File: config.mk
export PLATFORM = sky130hd
export DESIGN_NAME = voice_alloc_flat
export DESIGN_NICKNAME = d
export VERILOG_FILES = /design/src/rtl/voice_alloc_if.sv /design/src/rtl/voice_alloc.sv /design/src/flat_wrapper.sv
export SDC_FILE = /design/constraint.sdc
export NUM_CORES = 1
export LEC_CHECK = 0
export BUFFER_PORTS_ARGS = -buffer_cell sky130_fd_sc_hd__buf_2
export CAP_MARGIN = 10
export CORE_MARGIN = 3
export CORE_UTILIZATION = 46
export DETAILED_ROUTE_END_ITERATION = 8
export PLACE_DENSITY = 0.68
export RECOVER_POWER = 50
export SLEW_MARGIN = 20
export SYNTH_ARGS = -nofsm -noshare
export SYNTH_HDL_FRONTEND = slang
export SYNTH_SLANG_ARGS = --single-unit
File: constraint.sdc
create_clock -name clk -period 4.9 [get_ports clk]
set_clock_uncertainty 0.1 [all_clocks]
set_input_delay 0.49 -clock clk [delete_from_list [all_inputs] [get_ports clk]]
set_output_delay 0.49 -clock clk [all_outputs]
set_load 0.1 [all_outputs]
File: src/rtl/voice_alloc_if.sv
// Key-event handshake bundle between the event source and the voice allocator.
// The source drives valid/on/noteid; the allocator answers with ready.
interface voice_alloc_if;
  logic       ev_valid;
  logic       ev_ready;
  logic       ev_on;
  logic [7:0] ev_noteid;

  modport master (output ev_valid, output ev_on, output ev_noteid, input ev_ready);
  modport slave  (input ev_valid, input ev_on, input ev_noteid, output ev_ready);
endinterface

File: src/rtl/voice_alloc.sv
// Polyphonic voice allocator: maps key events onto NUM_VOICES note voices.
// Each accepted event is scanned against all voices (one per cycle), then
// committed in a single cycle: re-strike, free-voice allocation or steal of
// the oldest voice for note-on; release of the matching voice for note-off.
// Optional macro SUSTAIN_PEDAL_EN adds a sustain input that holds released
// voices until the pedal falls.
//
// state  | meaning
// IDLE   | ready for an event; pending sustain release applied here
// SCAN   | examine voice idx, record match / free / oldest candidates
// COMMIT | apply the recorded decision to the voice bank
module voice_alloc #(
  parameter int NUM_VOICES = 4,
  parameter int AGE_W      = 8
) (
  input  logic                    clk,
  input  logic                    rst,
`ifdef SUSTAIN_PEDAL_EN
  input  logic                    sustain,
`endif
  voice_alloc_if.slave            ev,
  output logic [NUM_VOICES*8-1:0] voice_noteid,
  output logic [NUM_VOICES-1:0]   voice_active,
  output logic [NUM_VOICES-1:0]   retrig,
  output logic                    busy
);

  localparam int IDX_W = $clog2(NUM_VOICES);
  localparam logic [IDX_W-1:0] LAST_IDX = IDX_W'(NUM_VOICES - 1);

  typedef enum logic [1:0] {IDLE, SCAN, COMMIT} state_t;

  state_t           state, state_nx;
  logic [IDX_W-1:0] idx, match_idx, free_idx, oldest_idx, tgt_idx;
  logic             match_found, free_found, oldest_found;
  logic [AGE_W-1:0] oldest_age;
  logic             lat_on;
  logic [7:0]       lat_note;
  logic [7:0]       note_q [NUM_VOICES];
  logic [AGE_W-1:0] age_q  [NUM_VOICES];
  logic             accept;
  logic             rel_block;

`ifdef SUSTAIN_PEDAL_EN
  logic                  sus_q, sus_qq, rel_pend, sus_fall, rel_now;
  logic [NUM_VOICES-1:0] held;

  // Pedal release is detected on registered samples and may be deferred
  // until the FSM is back in IDLE; it also blocks acceptance that cycle.
  assign sus_fall  = sus_qq & ~sus_q;
  assign rel_block = sus_fall | rel_pend;
  assign rel_now   = rel_block && (state == IDLE);
`else
  assign rel_block = 1'b0;
`endif

  assign busy = (state != IDLE);

  // State register.
  always_ff @(posedge clk or posedge rst) begin
    if (rst) state <= IDLE;
    else     state <= state_nx;
  end

  // Next-state and handshake; noteid 0 is accepted but never leaves IDLE.
  always_comb begin
    state_nx    = state;
    ev.ev_ready = 1'b0;
    accept      = 1'b0;
    case (state)
      IDLE: begin
        ev.ev_ready = ~rst & ~rel_block;
        accept      = ev.ev_valid & ~rst & ~rel_block & (ev.ev_noteid != 8'd0);
        if (accept) state_nx = SCAN;
      end
      SCAN:    if (idx == LAST_IDX) state_nx = COMMIT;
      COMMIT:  state_nx = IDLE;
      default: state_nx = IDLE;
    endcase
  end

  // Voice receiving the note-on: re-struck match, else lowest free, else oldest.
  always_comb begin
    tgt_idx = oldest_idx;
    if (match_found)     tgt_idx = match_idx;
    else if (free_found) tgt_idx = free_idx;
  end

  // Flatten the per-voice note registers onto the output bus.
  always_comb begin
    voice_noteid = '0;
    for (int i = 0; i < NUM_VOICES; i++) voice_noteid[i*8 +: 8] = note_q[i];
  end

  // Event latch, scan bookkeeping and commit of the voice bank.
  always_ff @(posedge clk or posedge rst) begin
    if (rst) begin
      idx          <= '0;
      match_idx    <= '0;
      free_idx     <= '0;
      oldest_idx   <= '0;
      match_found  <= 1'b0;
      free_found   <= 1'b0;
      oldest_found <= 1'b0;
      oldest_age   <= '0;
      lat_on       <= 1'b0;
      lat_note     <= '0;
      voice_active <= '0;
      retrig       <= '0;
      for (int i = 0; i < NUM_VOICES; i++) begin
        note_q[i] <= '0;
        age_q[i]  <= '0;
      end
`ifdef SUSTAIN_PEDAL_EN
      sus_q    <= 1'b0;
      sus_qq   <= 1'b0;
      rel_pend <= 1'b0;
      held     <= '0;
`endif
    end else begin
      retrig <= '0;
`ifdef SUSTAIN_PEDAL_EN
      sus_q    <= sustain;
      sus_qq   <= sus_q;
      rel_pend <= rel_block & ~rel_now;
      if (rel_now) begin
        for (int i = 0; i < NUM_VOICES; i++) begin
          if (held[i]) begin
            note_q[i]       <= '0;
            voice_active[i] <= 1'b0;
            age_q[i]        <= '0;
            held[i]         <= 1'b0;
          end
        end
      end
`endif
      if (accept) begin
        lat_on       <= ev.ev_on;
        lat_note     <= ev.ev_noteid;
        idx          <= '0;
        match_found  <= 1'b0;
        free_found   <= 1'b0;
        oldest_found <= 1'b0;
        oldest_age   <= '0;
      end

      if (state == SCAN) begin
        idx <= idx + 1'b1;
        if (!match_found && voice_active[idx] && (note_q[idx] == lat_note)) begin
          match_found <= 1'b1;
          match_idx   <= idx;
        end
        if (!free_found && !voice_active[idx]) begin
          free_found <= 1'b1;
          free_idx   <= idx;
        end
        // Strictly greater keeps the lowest index on equal ages.
        if (voice_active[idx] && (!oldest_found || (age_q[idx] > oldest_age))) begin
          oldest_found <= 1'b1;
          oldest_idx   <= idx;
          oldest_age   <= age_q[idx];
        end
      end

      if (state == COMMIT) begin
        if (lat_on) begin
          if (match_found) begin
            retrig[match_idx] <= 1'b1;
`ifdef SUSTAIN_PEDAL_EN
            held[match_idx] <= 1'b0;
`endif
          end else if (free_found) begin
            note_q[free_idx]       <= lat_note;
            voice_active[free_idx] <= 1'b1;
          end else begin
            note_q[oldest_idx] <= lat_note;
            retrig[oldest_idx] <= 1'b1;
`ifdef SUSTAIN_PEDAL_EN
            held[oldest_idx] <= 1'b0;
`endif
          end
          for (int i = 0; i < NUM_VOICES; i++) begin
            if (IDX_W'(i) == tgt_idx)   age_q[i] <= '0;
            else if (!voice_active[i])  age_q[i] <= '0;
            else if (age_q[i] != '1)    age_q[i] <= age_q[i] + 1'b1;
          end
        end else if (match_found) begin
`ifdef SUSTAIN_PEDAL_EN
          if (sustain) begin
            held[match_idx] <= 1'b1;
          end else begin
            note_q[match_idx]       <= '0;
            voice_active[match_idx] <= 1'b0;
            age_q[match_idx]        <= '0;
            held[match_idx]         <= 1'b0;
          end
`else
          note_q[match_idx]       <= '0;
          voice_active[match_idx] <= 1'b0;
          age_q[match_idx]        <= '0;
`endif
        end
      end
    end
  end

endmodule

File: src/flat_wrapper.sv
// flat-port wrapper written by rule: the top's interface ports become plain ports
module voice_alloc_flat 
#(
  parameter int NUM_VOICES = 4,
  parameter int AGE_W      = 8
)
  (clk, rst, voice_noteid, voice_active, retrig, busy, ev_ev_valid, ev_ev_on, ev_ev_noteid, ev_ev_ready);
  voice_alloc_if ev_i ();
  input  logic clk;
  input  logic rst;
  output logic [NUM_VOICES*8-1:0] voice_noteid;
  output logic [NUM_VOICES-1:0] voice_active;
  output logic [NUM_VOICES-1:0] retrig;
  output logic busy;
  input wire logic [$bits(ev_i.ev_valid)-1:0] ev_ev_valid;
  input wire logic [$bits(ev_i.ev_on)-1:0] ev_ev_on;
  input wire logic [$bits(ev_i.ev_noteid)-1:0] ev_ev_noteid;
  output wire logic [$bits(ev_i.ev_ready)-1:0] ev_ev_ready;
  assign ev_i.ev_valid = ev_ev_valid;
  assign ev_i.ev_on = ev_ev_on;
  assign ev_i.ev_noteid = ev_ev_noteid;
  assign ev_ev_ready = ev_i.ev_ready;
  voice_alloc #(.NUM_VOICES(NUM_VOICES), .AGE_W(AGE_W)) u_core (.clk(clk), .rst(rst), .ev(ev_i), .voice_noteid(voice_noteid), .voice_active(voice_active), .retrig(retrig), .busy(busy));
endmodule
==> parameters.txt, run 1 <==
Parameter                              Value

Power and ir drop
  Total power density per cell area ... 543 nW/um2
  Peak VDD IR ... 0.461 mV
  Leakage power summed over all cells ... 2.78 nW
  Overall power after layout ... 3.30 mW

Clock tree
  CTS resizes ... 0
  Reg clk slew, reported paths ... 0.07 ns
  Htree depth ... 3
  Number of buffers added by the clock tree synthesis step ... 9
  Maximum clock insertion buffer count ... 2
  CTS tree ... built
  Clock insertion delay at the later pin of the skew report ... 0.35 ns
  Clk sinks ... 102
  Number of buffers inserted for hold repair after clock tree synthesis ... 0
  Clock root cell ... clkbuf_16
  Buffers inserted during post-CTS setup optimization ... 0

STA
  Transition time of the tightest slew-check pin ... 2.36 ns
  Clock period minus final worst setup slack ... 3.75 ns
  Worst-case headroom to the max-slew limit ... -0.580
  Unrepaired setup endpoints after global routing ... no
  Setup violation total in the final timing report ... 0
  Hold_ws ... 0.242 ns
  Highest achievable clock rate ... 266 MHz
  Final max-slew violation count ... 55
  Endpoints failing hold ... 0
  Period Utilization, post-route ... 0.766
  Post-Route Setup TNS ... 0 ns

Cells and area
  Commonest non-fill, non-tap cell in the layout ... dfrtp_1
  Count of fill cells added during filler insertion ... 994
  Syn-to-layout area delta ... 12.5%
  Share of post-route cells with drive strength above 1 ... 0.137
  Count of nets after finishing ... 598
  Most used cells in the layout excluding fill and tap cells ... 102 x dfrtp_1, 68 x nand2_1, 50 x o21ai_0
  Number of standard cells in the final layout excluding fillers ... 717
  Area taken by multi-input logic gates ... 2710 um2
  Sequential standard cell area ... 2550 um2
  Number of diodes ... 0

Synth
  Proportion of synthesized flip-flops having asynchronous set or reset ... 1.00
  Flip-flop and latch count after synthesis ... 102
  Share of synthesized area occupied by flip-flops and latches ... 0.473
  YS warnings ... 0
  Library cells used by synthesis ... 46
  Syn Area/Cell ... 10.3 um2
  Number of nets in the synthesized netlist ... 548
  Number of flops mapped to enable cells by yosys ... 0
  Gate count after technology mapping ... 522
  Commonest register cell after synthesis ... dfrtp_1
  Cell area after synthesis ... 5400 um2

Worst hold path
  Path class of the lowest-slack min-delay path ... primary input to flop
  Worst min-delay path endpoint ... u_core.lat_note[1]
  Hold depth ... 3
  Source of the worst hold timing path ... ev_ev_noteid[1]

Placed design
  Placed Instances ... 700
  Half-perimeter wire length after detailed placement ... 9660 um
  Quantity of I/O buffers inserted on ports ... 53
  RePlAce Congestion ... 0.862

Worst setup path
  Required time of the critical path ... 5.03 ns
  Critical Path Start Type ... flop
  Critical R2R Capture ... u_core.match_idx[1]
  Arrival @ worst endpoint ... 3.89 ns
  Maximum fanout count along the critical path ... 15
  FF-to-FF path depth ... 7
  Crit Path Category ... flop to flop
  Minimum setup slack among reg-to-reg paths ... 1.15 ns
  Worst R2R Start ... u_core.idx[0]
  Endpoint kind of the worst setup timing path ... flop

Run
  Reported max-cap violation count ... 1

Run status
  Violations in the final reports ... max-capacitance violations, max-slew violations
  Status ... finished, violations left

Global route
  Number of antenna violations at the first check in global routing ... 0
  Maximum number of pins on one net before global-route repair ... 55
  Global-route wire length before repair ... 22300 um
  Vias in the first global route ... 4270
  Global route total overflow ... 0
  Global-route total usage across every layer ... 0.218

Floorplanning
  Number of rows created at floorplan ... 38
  Height of the die ... 114 um
  Die X ... 114 um
  Core footprint ... 11200 um2
  Initial Util ... 0.483
  Area of the die ... 13100 um2
  I/O pin count ... 54

Detailed routing
  Detailed Route Iter0 Violations ... 424
  Routed wire length ... 13600 um
  DR pass1 iterations ... 5
  Remaining antenna violation count ... 0
  Via count ... 4397
  Per-cell via count in the routed design ... 6.13
  Routed length per instance ... 18.9 um
  DRC violation count after routing ... 0
[final cells by class]
cell class | count | area share
Timing Repair Buffer | 57 | 0.0441
Clock buffer | 10 | 0.0393
Inverter | 15 | 0.00947
Multi-Input combinational cell | 387 | 0.447
Sequential cell | 102 | 0.420
Clock inverter | 6 | 0.0113
Tap cell | 140 | 0.0288
[worst max-delay path, stage by stage, from the launching register on]
cell and delay, ns:
dfrtp_1 0.62, clkbuf_1 0.80, mux4_1 0.67, xnor2_1 0.18
nand4_1 0.17, or4_4 0.52, nor4_4 0.22, mux2_1 0.36
[through the flow]
| stage | setup slack [ns] | cell area, um2 | util |
|---|---|---|---|
| floorplan | 1.45 | 5400 | - |
| global placement | 1.49 | 5790 | 0.518 |
| detailed placement | 1.39 | 5790 | 0.518 |
| CTS | 1.35 | 6100 | 0.546 |
| global route | 0.986 | 6070 | 0.544 |
| finish | 1.15 | 6070 | 0.544 |
[cells by family after synthesis]
family                   Yosys count  share of synthesized area
multiplexers                      33                      0.111
adder cells (fa/ha/maj)           14                     0.0324
AND/OR/NAND/NOR                  176                      0.153
XOR/XNOR                           8                     0.0130
AO/OA/AOI/OAI                    156                      0.193
flip-flops                       102                      0.473
buffers and inverters             33                     0.0248
[metal layers]
| layer | GRT usage | up-vias | part of all wire |
|---|---|---|---|
| met5 | 0 | - | 0 |
| met4 | 0.0507 | 0 | 0.010 |
| met3 | 0.0603 | 13 | 0.063 |
| met2 | 0.330 | 134 | 0.47 |
| met1 | 0.315 | 2189 | 0.46 |
| li1 | - | 2061 | - |
[how the worst max path moves through the flow]
stage,from,end,slack [ns],cells past startpoint
after floorplan,u_core.state[0],u_core.lat_on,1.45,6
after global placement,u_core.idx[0],u_core.oldest_age[2],1.49,8
after detailed placement,u_core.idx[0],u_core.oldest_age[1],1.39,8
after CTS,u_core.idx[0],u_core.oldest_age[4],1.35,8
after global routing,u_core.idx[0],u_core.match_idx[1],0.99,7
final,u_core.idx[0],u_core.match_idx[1],1.15,7
[registers in the layout, indices dropped and copies added, names as in the netlist, 4 cells and up]
register / cells
u_core.voice_active: 4
u_core.retrig: 4
u_core.oldest_age: 8
u_core.voice_noteid: 32
u_core.age_q: 32
u_core.lat_note: 8
[Yosys cell counts (7+ instances only)]
master	n	area, um2
nor2b_1	8	50.1
nor2_1	45	169
inv_1	15	56.3
nand3_1	11	55.1
a22o_1	32	280
nand4_1	12	75.1
mux4_1	10	263
and3_1	9	56.3
a31oi_1	11	68.8
nand2_1	68	255
mux2_2	11	124
o21ai_0	50	250
dfrtp_1	102	2550
clkbuf_1	13	48.8
ha_1	14	175
a21oi_1	22	110
a21o_1	7	52.6
mux4_2	7	158
[where the power goes]
part           leakage [nW]  switching, mW  internal [mW]  total [mW]
Sequential             1.37          0.256          0.987        1.24
Combinational          1.26          0.913          0.408        1.32
Clock                 0.149          0.320          0.413       0.733
Power figures use the tool's default switching activity.
==> run 2, diff against run 1 <==
ABC_AREA = 1   (was default)
PLACE_DENSITY = 0.67   (was 0.68)
clock period = 3.9 ns   (was 4.9 ns; I/O delays follow)
==> parameters.txt, run 2 <==
Parameter                              Value

Global route
  Global-route wire length before repair ... 29200 um (+31%)
  Global route total overflow ... 0 (unchanged)
  Vias in the first global route ... 5524 (+29%)
  Global-route total usage across every layer ... 0.245 (+0.0270)
  Maximum number of pins on one net before global-route repair ... 54 (-1.8%)
  Number of antenna violations at the first check in global routing ... 0 (unchanged)

Clock tree
  CTS resizes ... 0 (unchanged)
  Reg clk slew, reported paths ... 0.08 ns (about the same)
  Clk sinks ... 102 (unchanged)
  Number of buffers inserted for hold repair after clock tree synthesis ... 0 (unchanged)
  Htree depth ... 3 (unchanged)
  Maximum clock insertion buffer count ... 2 (unchanged)
  Number of buffers added by the clock tree synthesis step ... 9 (unchanged)
  CTS tree ... built
  Clock insertion delay at the later pin of the skew report ... 0.37 ns (+0.02 ns)
  Clock root cell ... clkbuf_16
  Buffers inserted during post-CTS setup optimization ... 0 (unchanged)

Worst setup path
  Maximum fanout count along the critical path ... 34 (+19)
  Arrival @ worst endpoint ... 3.20 ns (-0.69 ns)
  Crit Path Category ... flop to flop
  Endpoint kind of the worst setup timing path ... flop
  Critical Path Start Type ... flop
  Dominant delay contributor by cell family on the critical path ... simple AND/OR/NAND/NOR gates
  Critical path buffers and inverters ... 1 (unchanged)
  Highest cell delay on the worst timing path ... 0.57 ns (-0.23 ns)
  Most prevalent standard cell on the critical path ... nand2_1
  Slowest-stage cell, CP ... dfrtp_1
  Required time of the critical path ... 4.02 ns (-1.01 ns)
  CP cell instances ... inv_2 -> o21ai_0 -> o22ai_1 -> ha_1 -> nand2_1 -> o21ai_0 -> nand2_1 -> nand2_1 -> nand2_1 -> nand2_1 -> nand2_1 -> nand2_1 -> o21ai_0

Synth
  Post-synthesis share of cell area spent on full adders, half adders and majority gates ... 0.0275 (-0.00495)
  Combinational family with the most area after synthesis ... simple AND/OR/NAND/NOR gates
  Syn Area/Cell ... 7.30 um2 (-29%)
  Proportion of synthesized flip-flops having asynchronous set or reset ... 1.00 (unchanged)
  Cell type with the highest aggregate area in the netlist ... dfrtp_1
  Number of flops mapped to enable cells by yosys ... 0 (unchanged)
  Cell area after synthesis ... 6370 um2 (+18%)
  Share of synthesized area occupied by flip-flops and latches ... 0.401 (-0.0721)
  Flip-flop and latch count after synthesis ... 102 (unchanged)
  YS warnings ... 0 (unchanged)
  Library cell with the highest instance count after synthesis ... nand2_1
  Commonest register cell after synthesis ... dfrtp_1
  Ranking of synthesized cells by area ... dfrtp_1 40%, nand2_1 15%, nand3_1 6.5%
  Share of synthesized area spent on multiplexers ... 0 (-0.111)
  Library cells used by synthesis ... 41 (-11%)
  Number of nets in the synthesized netlist ... 899 (+64%)
  Post-synthesis simple-gate area fraction ... 0.320 (+0.167)
  Most numerous cell types in the synthesized netlist ... 255 x nand2_1, 102 x dfrtp_1, 101 x inv_1, 83 x nand3_1, 69 x nor2_1
  Share of Yosys cell area claimed by the top area cell type ... 0.401 (-0.0721)
  Post-Synth XOR/XNOR Area ... 0.0137 (+0.000769)
  Complex-gate fraction of the synthesized area ... 0.145 (-0.0477)
  Gate count after technology mapping ... 873 (+67%)

Detailed routing
  Detailed Route Iter0 Violations ... 645 (+52%)
  Per-cell via count in the routed design ... 5.48 (-11%)
  Met3 wire len ... 1150 um (+35%)
  DRC violation count after routing ... 0 (unchanged)
  DR pass1 iterations ... 5 (unchanged)
  Metal2 WL ... 7970 um (+26%)
  Routed length per instance ... 16.1 um (-15%)
  Met1 Routed Length ... 8310 um (+33%)
  Routed wire length ... 17600 um (+30%)
  Via count ... 6013 (+37%)
  Remaining antenna violation count ... 0 (unchanged)
  Top layer used by detailed routing ... met4

Placed design
  Half-perimeter wire length after detailed placement ... 12700 um (+32%)
  RePlAce Congestion ... 0.909 (+5.5%)
  Quantity of I/O buffers inserted on ports ... 53 (unchanged)
  Placed Instances ... 1081 (+54%)

Cells and area
  Commonest non-fill, non-tap cell in the layout ... nand2_1
  Count of fill cells added during filler insertion ... 1340 (+35%)
  Area taken by multi-input logic gates ... 3220 um2 (+19%)
  Number of diodes ... 0 (unchanged)
  Most used cells in the layout excluding fill and tap cells ... 255 x nand2_1, 102 x dfrtp_1, 101 x inv_1
  Syn-to-layout area delta ... 10.1%
  Count of nets after finishing ... 942 (+58%)
  Number of standard cells in the final layout excluding fillers ... 1097 (+53%)
  Sequential standard cell area ... 2550 um2 (unchanged)
  Share of post-route cells with drive strength above 1 ... 0.126 (-0.0110)
  Final core area utilization ... 0.524 (-0.0201)

Floorplanning
  I/O pin count ... 54 (unchanged)
  Core footprint ... 13400 um2 (+20%)
  Die X ... 124 um (+8.2%)
  Initial Util ... 0.476 (-0.00778)
  Area of the die ... 15300 um2 (+17%)
  Number of rows created at floorplan ... 42 (+11%)
  Height of the die ... 124 um (+8.2%)

Power and ir drop
  Peak VDD IR ... 0.783 mV (+70%)
  Proportion of power drawn by combinational gates ... 0.499 (+0.098)
  Switching fraction of total power ... 0.522 (+0.0706)
  Int Power ... 2.28 mW (+26%)
  Switching power ... 2.50 mW (+68%)
  Clock power frac ... 0.194 (-0.028)
  Total power density per cell area ... 682 nW/um2 (+26%)
  Leakage power summed over all cells ... 3.42 nW (+23%)
  Power share of the sequential group ... 0.307 (-0.070)

STA
  Period Utilization, post-route ... 0.790 (+0.0240)
  Transition time of the tightest slew-check pin ... 2.41 ns (+0.0517 ns)
  Final max-slew violation count ... 54 (-1.8%)
  Worst-case headroom to the max-slew limit ... -0.615 (-0.0346)
  Unrepaired setup endpoints after global routing ... no
  Clock period minus final worst setup slack ... 3.08 ns (-0.672 ns)
  Setup violation total in the final timing report ... 0 (unchanged)
  Highest achievable clock rate ... 325 MHz (+22%)
  Post-Route Setup TNS ... 0 ns (unchanged)
  Endpoints failing hold ... 0 (unchanged)

Run status
  Violations in the final reports ... max-capacitance violations, max-slew violations
  Status ... finished, violations left

Worst hold path
  Path class of the lowest-slack min-delay path ... primary input to flop

Run
  Reported max-cap violation count ... 2 (+1)
-- run 2: per-layer routing --
metal | GRT usage | vias to the layer above
li1 | - | 2958
met1 | 0.362 | 2830
met4 | 0.0775 | 0
met2 | 0.366 | 204
met5 | 0 | -
met3 | 0.0422 | 21
-- run 2: logic make-up (layout without fill, tap and decap cells) --
group | count (synthesis) | after routing
xor gates and xnor gates | 10 | 10
buffers and inverters | 140 | 188
DFF | 102 | 102
and+or+nand+nor | 460 | 460
AOI/OAI and AO/OA | 147 | 147
adders and majority gates | 14 | 14
-- run 2: power by group through the flow --
stage / sequential, mW / clock [mW] / combinational [mW]
floorplan: 1.68 / 0 / 1.64
global placement: 1.48 / 0 / 2.33
detailed placement: 1.48 / 0 / 2.37
CTS: 1.46 / 0.957 / 2.38
global route: 1.50 / 0.981 / 2.65
finish: 1.47 / 0.925 / 2.39
-- run 2: layout make-up --
type,instances,area share
multi-input cells,631,0.459
flip-flops and latches,102,0.364
inverters,112,0.0608
repair buffers,60,0.0419
clock buffers,9,0.0321
well taps,176,0.0314
clock inverters,7,0.0105
-- run 2: stage by stage --
stage	area (um2)	hold WS [ns]	total power, mW	setup slack [ns]
final	7020	0.128	4.78	0.820
after global routing	7020	0.143	5.13	0.364
after CTS	7050	0.0574	4.79	0.853
after detailed placement	6750	0.391	3.85	0.871
after global placement	6750	0.397	3.81	1.01
after floorplan	6370	0.350	3.32	0.735
-- run 2: tightest hold or removal path: stages --
cell and delay, ns:
buf_2 0.07, nand2_1 0.04, o21ai_0 0.05
-- run 2: final timing paths --
check | startpoint | slack (ns) | depth (start not counted) | end
setup / recovery | u_core.idx[0] | 0.82 | 13 | u_core.oldest_idx[0]
hold / removal | ev_ev_on | 0.13 | 3 | u_core.lat_on
setup reg to reg | u_core.idx[0] | 0.82 | 13 | u_core.oldest_idx[0]
hold reg to reg | u_core.oldest_found | 0.42 | 2 | u_core.oldest_found
max in group asynchronous | rst | 0.99 | 3 | u_core.voice_noteid[28]
min in group asynchronous | rst | 0.57 | 2 | u_core.age_q[16]
==> run 3, diff against run 2 <==
PLACE_DENSITY = 0.7   (was 0.67)
clock period = 2.6 ns   (was 3.9 ns; I/O delays follow)
==> parameters.txt, run 3 (synthesized netlist as in run 2, its figures left out) <==
Parameter                              Value

Global route
  Number of antenna violations at the first check in global routing ... 0 (unchanged)
  Global route total overflow ... 0 (unchanged)
  Most used routing layer ... met2
  Global-route track usage on met1 ... 0.351 (-0.0117)
  Global-route wire length before repair ... 28200 um (-3.3%)
  Global-route total usage across every layer ... 0.236 (-0.00876)
  Vias in the first global route ... 5333 (-3.5%)
  Maximum number of pins on one net before global-route repair ... 103 (+91%)
  GR Layer Usage met3 ... 0.0540 (+0.0118)
  Met2 track utilization from global routing ... 0.352 (-0.0139)

Clock tree
  Buffers inserted during post-CTS setup optimization ... 0 (unchanged)
  Reg clk slew, reported paths ... 0.08 ns (about the same)
  CTS tree ... built
  Htree depth ... 3 (unchanged)
  Clock insertion delay at the later pin of the skew report ... 0.37 ns (about the same)
  Clock root cell ... clkbuf_16
  Clk sinks ... 102 (unchanged)
  Maximum clock insertion buffer count ... 2 (unchanged)
  Number of buffers added by the clock tree synthesis step ... 9 (unchanged)

Worst hold path
  Hold depth ... 3 (unchanged)
  Path class of the lowest-slack min-delay path ... primary input to flop

Detailed routing
  Per-cell via count in the routed design ... 5.43 (-1.0%)
  Detailed Route Iter0 Violations ... 692 (+7.3%)
  Via count ... 5990 (-0.38%)
  Remaining antenna violation count ... 0 (unchanged)
  DRC violation count after routing ... 0 (unchanged)
  DR pass1 iterations ... 5 (unchanged)
  Routed wire length ... 17300 um (-1.8%)
  Routed length per instance ... 15.7 um (-2.5%)

Placed design
  Worst slack, placed ... 0.183 ns (-0.688 ns)
  RePlAce Congestion ... 0.885 (-2.6%)
  Quantity of I/O buffers inserted on ports ... 53 (unchanged)
  Half-perimeter wire length after detailed placement ... 12600 um (-1.4%)
  Post-DP Area ... 6810 um2 (+0.95%)

STA
  Setup violation total in the final timing report ... 0 (unchanged)
  Post-Route Setup TNS ... 0 ns (unchanged)
  Endpoints failing hold ... 0 (unchanged)
  Transition time of the tightest slew-check pin ... 1.41 ns (-0.998 ns)
  Hold_ws ... 0.0282 ns (-0.0996 ns)
  Worst setup slack after layout ... 0.292 ns (-0.528 ns)
  Clock period minus final worst setup slack ... 2.31 ns (-0.772 ns)
  Final max-slew violation count ... 0 (-100%)
  Period Utilization, post-route ... 0.888 (+0.0978)
  Worst-case headroom to the max-slew limit ... 0.0597 (+0.674)
  Highest achievable clock rate ... 433 MHz (+33%)
  Unrepaired setup endpoints after global routing ... no

Floorplanning
  Height of the die ... 124 um (unchanged)
  Core footprint ... 13400 um2 (unchanged)
  Initial Util ... 0.476 (unchanged)
  Die X ... 124 um (unchanged)
  Area of the die ... 15300 um2 (unchanged)
  I/O pin count ... 54 (unchanged)
  Number of rows created at floorplan ... 42 (unchanged)

Run
  Reported max-cap violation count ... 0 (-2)

Power and ir drop
  Total power density per cell area ... 1030 nW/um2 (+51%)
  Peak VDD IR ... 0.623 mV (-20%)
  Leakage power summed over all cells ... 3.45 nW (+0.79%)
  Overall power after layout ... 7.30 mW (+53%)

Cells and area
  Number of diodes ... 0 (unchanged)
  Commonest non-fill, non-tap cell in the layout ... nand2_1
  Count of nets after finishing ... 949 (+0.74%)
  Share of post-route cells with drive strength above 1 ... 0.131 (+0.00552)
  Most used cells in the layout excluding fill and tap cells ... 254 x nand2_1, 102 x dfrtp_1, 101 x inv_1
  Syn-to-layout area delta ... 11.4%
  Cell area after layout ... 7100 um2 (+1.2%)

Worst setup path
  Critical Path Start Type ... flop
  FF-to-FF path depth ... 13 (unchanged)
  Arrival @ worst endpoint ... 2.46 ns (-0.74 ns)
  Endpoint kind of the worst setup timing path ... flop
  Required time of the critical path ... 2.75 ns (-1.27 ns)
  Maximum fanout count along the critical path ... 19 (-44%)
  Crit Path Category ... flop to flop

Run status
  Status ... finished, final reports clean
-- run 3: power breakdown --
part           internal [mW]  switching, mW  total, mW
Sequential              1.85          0.322       2.18
Clock                  0.692          0.713       1.41
Combinational          0.981           2.74       3.72
Total                   3.53           3.77       7.30
-- run 3: area by class of cell --
| class | instances | area [um2] |
|---|---|---|
| clock buffer | 9 | 225 |
| sequential | 102 | 2550 |
| clock inverter | 7 | 83.8 |
| tap | 176 | 220 |
| multi-input combinational | 631 | 3230 |
| fill | 1322 | 6300 |
| inverter | 112 | 429 |
| timing repair buffer | 67 | 357 |
-- run 3: path summary, 6_finish.rpt --
kind | endpoint | slack, ns | startpoint
worst max-delay path | u_core.oldest_idx[0] | 0.29 | u_core.idx[0]
worst min-delay path | u_core.lat_note[2] | 0.03 | ev_ev_noteid[2]
worst max register to register | u_core.oldest_idx[0] | 0.29 | u_core.idx[0]
worst min register to register | u_core.oldest_found | 0.43 | u_core.oldest_found
max in group asynchronous | u_core.age_q[1] | 1.15 | rst
min in group asynchronous | u_core.state[0] | 0.38 | rst
-- run 3: metrics by stage --
step	cells	utilization
after floorplan	873	-
after global placement	1087	0.508
after detailed placement	1087	0.508
after CTS	1104	0.532
after global routing	1104	0.530
final	1104	0.530
-- run 3: per-layer routing --
layer  vias to the layer above  part of all wire
met5                         -                 0
met4                         0             0.013
met3                        18             0.061
met2                       181              0.46
met1                      2825              0.47
li1                       2966                 -
-- run 3: repair_timing --
action                                  CTS  global route
hold endpoints to repair                  1             0
endpoints found under the setup margin    0            11
resized for setup                         0             1
hold buffers                              1             0
-- run 3: worst max-delay path: stages (launching register included) --
cell,delay [ns]
dfrtp_1,0.41
buf_4,0.20
o21ai_0,0.18
o22ai_1,0.14
ha_1,0.31
nand2_1,0.07
nor2_1,0.15
nand2_1,0.07
nand2_1,0.06
nand2_1,0.05
nand2_1,0.08
nand2_2,0.19
nand2_1,0.10
o21ai_0,0.07
